`config.mk`:
```
export PLATFORM = sky130hd
export DESIGN_NAME = rf_wb_scheduler
export DESIGN_NICKNAME = d
export VERILOG_FILES = /design/src/rtl/rf_wb_scheduler.sv
export SDC_FILE = /design/constraint.sdc
export NUM_CORES = 1
export LEC_CHECK = 0
export ABC_AREA = 1
export CAP_MARGIN = 20
export CORE_ASPECT_RATIO = 0.5
export CORE_UTILIZATION = 50
export CTS_CLUSTER_DIAMETER = 120
export DETAILED_ROUTE_END_ITERATION = 6
export DONT_BUFFER_PORTS = 1
export GPL_TIMING_DRIVEN = 1
export PLACE_DENSITY = 0.77
export SLEW_MARGIN = 25
export SYNTH_ARGS = -nofsm -noshare
export SYNTH_HDL_FRONTEND = slang
export SYNTH_SLANG_ARGS = --single-unit
```
`constraint.sdc`:
```
create_clock -name clock -period 3.65 [get_ports clock]
set_input_delay 0.365 -clock clock [delete_from_list [all_inputs] [get_ports clock]]
set_output_delay 0.365 -clock clock [all_outputs]
set_load 0.05 [all_outputs]
```
`src/rtl/rf_wb_scheduler.sv`:
```
// Round-robin writeback scheduler for the single regfile write port, with a pending-write scoreboard.
// Optional RF_WB_BYPASS_EN forwards the registered write data to IDU source operands.
module rf_wb_scheduler #(
    parameter int ADDR_W = 5,
    parameter int DATA_W = 32,
    parameter int NREGS  = 32
) (
    input  logic              clock,
    input  logic              reset,
    input  logic              req0_valid_i,
    input  logic [ADDR_W-1:0] req0_addr_i,
    input  logic [DATA_W-1:0] req0_data_i,
    output logic              req0_ready_o,
    input  logic              req1_valid_i,
    input  logic [ADDR_W-1:0] req1_addr_i,
    input  logic [DATA_W-1:0] req1_data_i,
    output logic              req1_ready_o,
    output logic              wena_o,
    output logic [ADDR_W-1:0] waddr_o,
    output logic [DATA_W-1:0] wdata_o,
    input  logic              issue_valid_i,
    input  logic [ADDR_W-1:0] issue_rd_i,
    input  logic [ADDR_W-1:0] rs1_i,
    input  logic [ADDR_W-1:0] rs2_i,
    output logic              rs1_busy_o,
    output logic              rs2_busy_o,
    output logic              fwd1_valid_o,
    output logic [DATA_W-1:0] fwd1_data_o,
    output logic              fwd2_valid_o,
    output logic [DATA_W-1:0] fwd2_data_o
);

    // rr_ptr == 0 means req0 wins a tie; it flips only when both ask.
    logic              rr_ptr;
    logic              grant0;
    logic              grant1;
    logic [ADDR_W-1:0] win_addr;
    logic [DATA_W-1:0] win_data;
    logic [NREGS-1:0]  busy;
    logic [NREGS-1:0]  busy_next;
    logic              sb1;
    logic              sb2;

    assign grant0 = req0_valid_i && (!req1_valid_i || !rr_ptr);
    assign grant1 = req1_valid_i && (!req0_valid_i || rr_ptr);
    assign req0_ready_o = grant0;
    assign req1_ready_o = grant1;
    assign win_addr = grant1 ? req1_addr_i : req0_addr_i;
    assign win_data = grant1 ? req1_data_i : req0_data_i;

    always_ff @(posedge clock or negedge reset) begin
        if (!reset) begin
            rr_ptr  <= 1'b0;
            wena_o  <= 1'b0;
            waddr_o <= '0;
            wdata_o <= '0;
        end else begin
            wena_o <= (grant0 || grant1) && (win_addr != '0);
            if (grant0 || grant1) begin
                waddr_o <= win_addr;
                wdata_o <= win_data;
            end
            if (req0_valid_i && req1_valid_i)
                rr_ptr <= ~rr_ptr;
        end
    end

    // Set is applied after clear so a newly issued producer keeps the register busy.
    always_comb begin
        busy_next = busy;
        if (wena_o)
            busy_next[waddr_o] = 1'b0;
        if (issue_valid_i && (issue_rd_i != '0))
            busy_next[issue_rd_i] = 1'b1;
        busy_next[0] = 1'b0;
    end

    always_ff @(posedge clock or negedge reset) begin
        if (!reset)
            busy <= '0;
        else
            busy <= busy_next;
    end

    assign sb1 = busy[rs1_i];
    assign sb2 = busy[rs2_i];

`ifdef RF_WB_BYPASS_EN
    logic hit1;
    logic hit2;

    assign hit1         = wena_o && (waddr_o == rs1_i) && (rs1_i != '0);
    assign hit2         = wena_o && (waddr_o == rs2_i) && (rs2_i != '0);
    assign rs1_busy_o   = sb1 && !hit1;
    assign rs2_busy_o   = sb2 && !hit2;
    assign fwd1_valid_o = hit1;
    assign fwd2_valid_o = hit2;
    assign fwd1_data_o  = hit1 ? wdata_o : '0;
    assign fwd2_data_o  = hit2 ? wdata_o : '0;
`else
    assign rs1_busy_o   = sb1;
    assign rs2_busy_o   = sb2;
    assign fwd1_valid_o = 1'b0;
    assign fwd2_valid_o = 1'b0;
    assign fwd1_data_o  = '0;
    assign fwd2_data_o  = '0;
`endif

endmodule
```
==> out/metrics.yaml <==
yosys:
  netlist_area_sq_um: 4240
  synthFlopType: "dfrtp_1"
  synth_enable_flop_cells: 0
  yosysTopAreaCell: "dfrtp_1"
  synth.top_cell.area_share_pct: 41.3
  synth_common_cells: "nand2_1, nand3_1, dfrtp_1, o21ai_0, buf_4"
  synth_mux_area_share_pct: 0.236
  ys_seq_area_share_pct: 41.3
  synth_top_family_by_area: "simple AND/OR/NAND/NOR gates"
  async_flop_share_pct: 100
  ys_seq_elements: 70
  avgSynthCellArea_sq_um: 7.46
  synthSimpleGateAreaFrac_pct: 23.3
  synth-xor-area-share_pct: 0
  synthAdderAreaFrac_pct: 0
  synth_compound_area_share_pct: 16.9
  yosysWarningCount: 0
  synth_most_common_cell: "nand2_1"
  synth_cells: 569
  synth_cell_types: 21
  ys_top_cells_by_area: "dfrtp_1, buf_4, nand2_1"
clock_network:
  cts_tree: "done"
  htreeDepth: 3
  clock_latency_ps: 330
  numCtsBuffers: 9
  cts.sinks: 70
  root_buffer: "clkbuf_16"
  cts.repair.resized: 0
  clk_pin_slew_ps: 50
  clk_path_buf_depth: 2
  cts_setup_buffers: 0
global_route:
  track_usage_pct: 22.8
  grt_pass1_vias: 2993
  grt_max_degree: 71
  grt_antenna_before_repair: 0
  grt-ovfl-total: 0
  grt_pass1_wl_um: 15500
floorplanning:
  die_w_um: 132
  start_util_pct: 52.3
  pin_count: 202
  die_h_um: 67.1
  fp-row-count: 23
  core_sq_um: 8120
  die_area_sq_um: 8880
detailed_routing:
  drc: 0
  dr_total_vias: 3647
  vias_per_cell: 5.39
  first_pass_iters: 6
  first_iter_violations: 418
  wl_um: 10100
  post_drt_wl_per_cell_um: 14.9
  route.antenna.remaining_nets: 0
sta:
  hold_viol_final: 0
  tns_ps: 0
  min_period_over_period_pct: 63.8
  skew_ps: 5.35
  maxSlewViolCount: 0
  slew_headroom_pct: 48.6
  rsz0062_at_grt: "false"
  worstMarginPinSlew_ps: 770
  finalSetupViolations: 0
  max_freq_mhz: 430
  post-route-min-period_ps: 2330
critical_path:
  required_ps: 3900
  start_kind: "flop"
  reg2reg_slack_ps: 1320
  cp_max_fo: 43
  crit_type: "reg -> reg"
  worstSetupEndpointType: "flop"
  crit_arrival_ps: 2570
pwr:
  p_comb_share_pct: 23.4
  vdd_drop_max_uv: 424
  power_leakage_nw: 2.07
  pwr-share-clk_pct: 29.9
  p_seq_share_pct: 46.7
  p_sw_mw: 1.29
  sw_frac_of_total_pct: 40.9
  p_int_mw: 1.86
  power_density_nw_per_um2: 722
placement:
  dp_cells: 658
  dpl.hpwl_um: 7050
  portBuffers: 0
  routabilityCongestion: 0.974
hold_path:
  min_path_type: "in -> reg"
cells_and_area:
  syn_to_final_growth_pct: 2.89
  num_antenna_cells: 0
  layout-drive-gt1-share_pct: 5.14
  nets: 653
  finalNonFillerCells: 676
run:
  maxCapViolations: 0
run_status:
  status: "finished clean"
[state kept, by name, summed over array words and instances (netlist names)]
name / cells
busy: 31
rr_ptr: 1
waddr_o: 5
wdata_o: 32
wena_o: 1
[cell families (layout without fill, tap and decap cells)]
kind of cell,Yosys count,in the layout
muxes,1,1
other,1,66
AOI/OAI and AO/OA,139,139
and+or+nand+nor,235,235
buffers and inverters,123,53
DFF,70,70
[cell type report]
cell class	instances	area, sq um
timing repair buffer	3	45.0
clock inverter	5	81.3
multi-input combinational	441	1970
sequential	70	1750
tap	112	140
clock buffer	11	253
fill	763	3750
inverter	34	130
[cells in the final DEF, fill, tap and decap left out, drive strengths merged, types with 11 or more instances in the layout]
cell and n:
nor2 33, nand3 74, o21ai 105, conb 66, clkbuf 11, a21oi 34, nand2 127, inv 34
dfrtp 70
[routing by layer]
metal	routed length, um	vias up	global-route usage, %	share of wire, %
li1	-	1728	-	-
met1	4180	1669	29.2	41
met2	4830	237	37.7	48
met3	947	13	7.13	9.4
met4	110	0	6.75	1.1
met5	0	-	0	0
[metrics by stage]
stage	power [mW]	cell area, sq um	hold slack (ps)	worst slack (ps)	utilization (%)
final	3.15	4370	169	1320	53.8
after detailed placement	2.19	4000	70.5	1340	49.2
after global routing	3.34	4370	187	1100	53.8
after CTS	3.16	4370	155	1300	53.8
after global placement	2.16	4000	70.5	1400	49.2
after floorplan	2.09	4490	69.4	1600	-
[power groups by stage]
stage                     Sequential [mW]  Combinational (mW)  Clock, mW
after global placement               1.47               0.688          0
after detailed placement             1.48               0.709          0
after global routing                 1.50               0.840      0.999
final                                1.47               0.737      0.942
after CTS                            1.47               0.732      0.961
after floorplan                      1.39               0.696          0
[final timing paths]
path                                         start                      end  cells past startpoint
worst min-delay path                  req0_valid_i       rr_ptr$_DFFE_PN0P_                      1
min in group asynchronous                    reset  wdata_o[31]$_DFFE_PN0P_                      2
worst max-delay path            rr_ptr$_DFFE_PN0P_   wdata_o[8]$_DFFE_PN0P_                      8
worst min register to register   busy[5]$_DFF_PN0_        busy[5]$_DFF_PN0_                      2
max in group asynchronous                    reset       busy[30]$_DFF_PN0_                      2
worst max register to register  rr_ptr$_DFFE_PN0P_   wdata_o[8]$_DFFE_PN0P_                      8
[repair_timing]
action                                 4_1_cts  5_1_grt
endpoints found under the hold margin       70        0
hold buffers                                 2        0
setup endpoints to repair                    0        0
[worst max-delay path: stages (launching register included)]
cell and delay [ps]:
dfrtp_1 390, inv_1 90, nand2_2 70, nand2_4 330, inv_2 420, or2_4 370
inv_4 330, nand2_1 130, o21ai_1 110
Power figures use the tool's default switching activity.
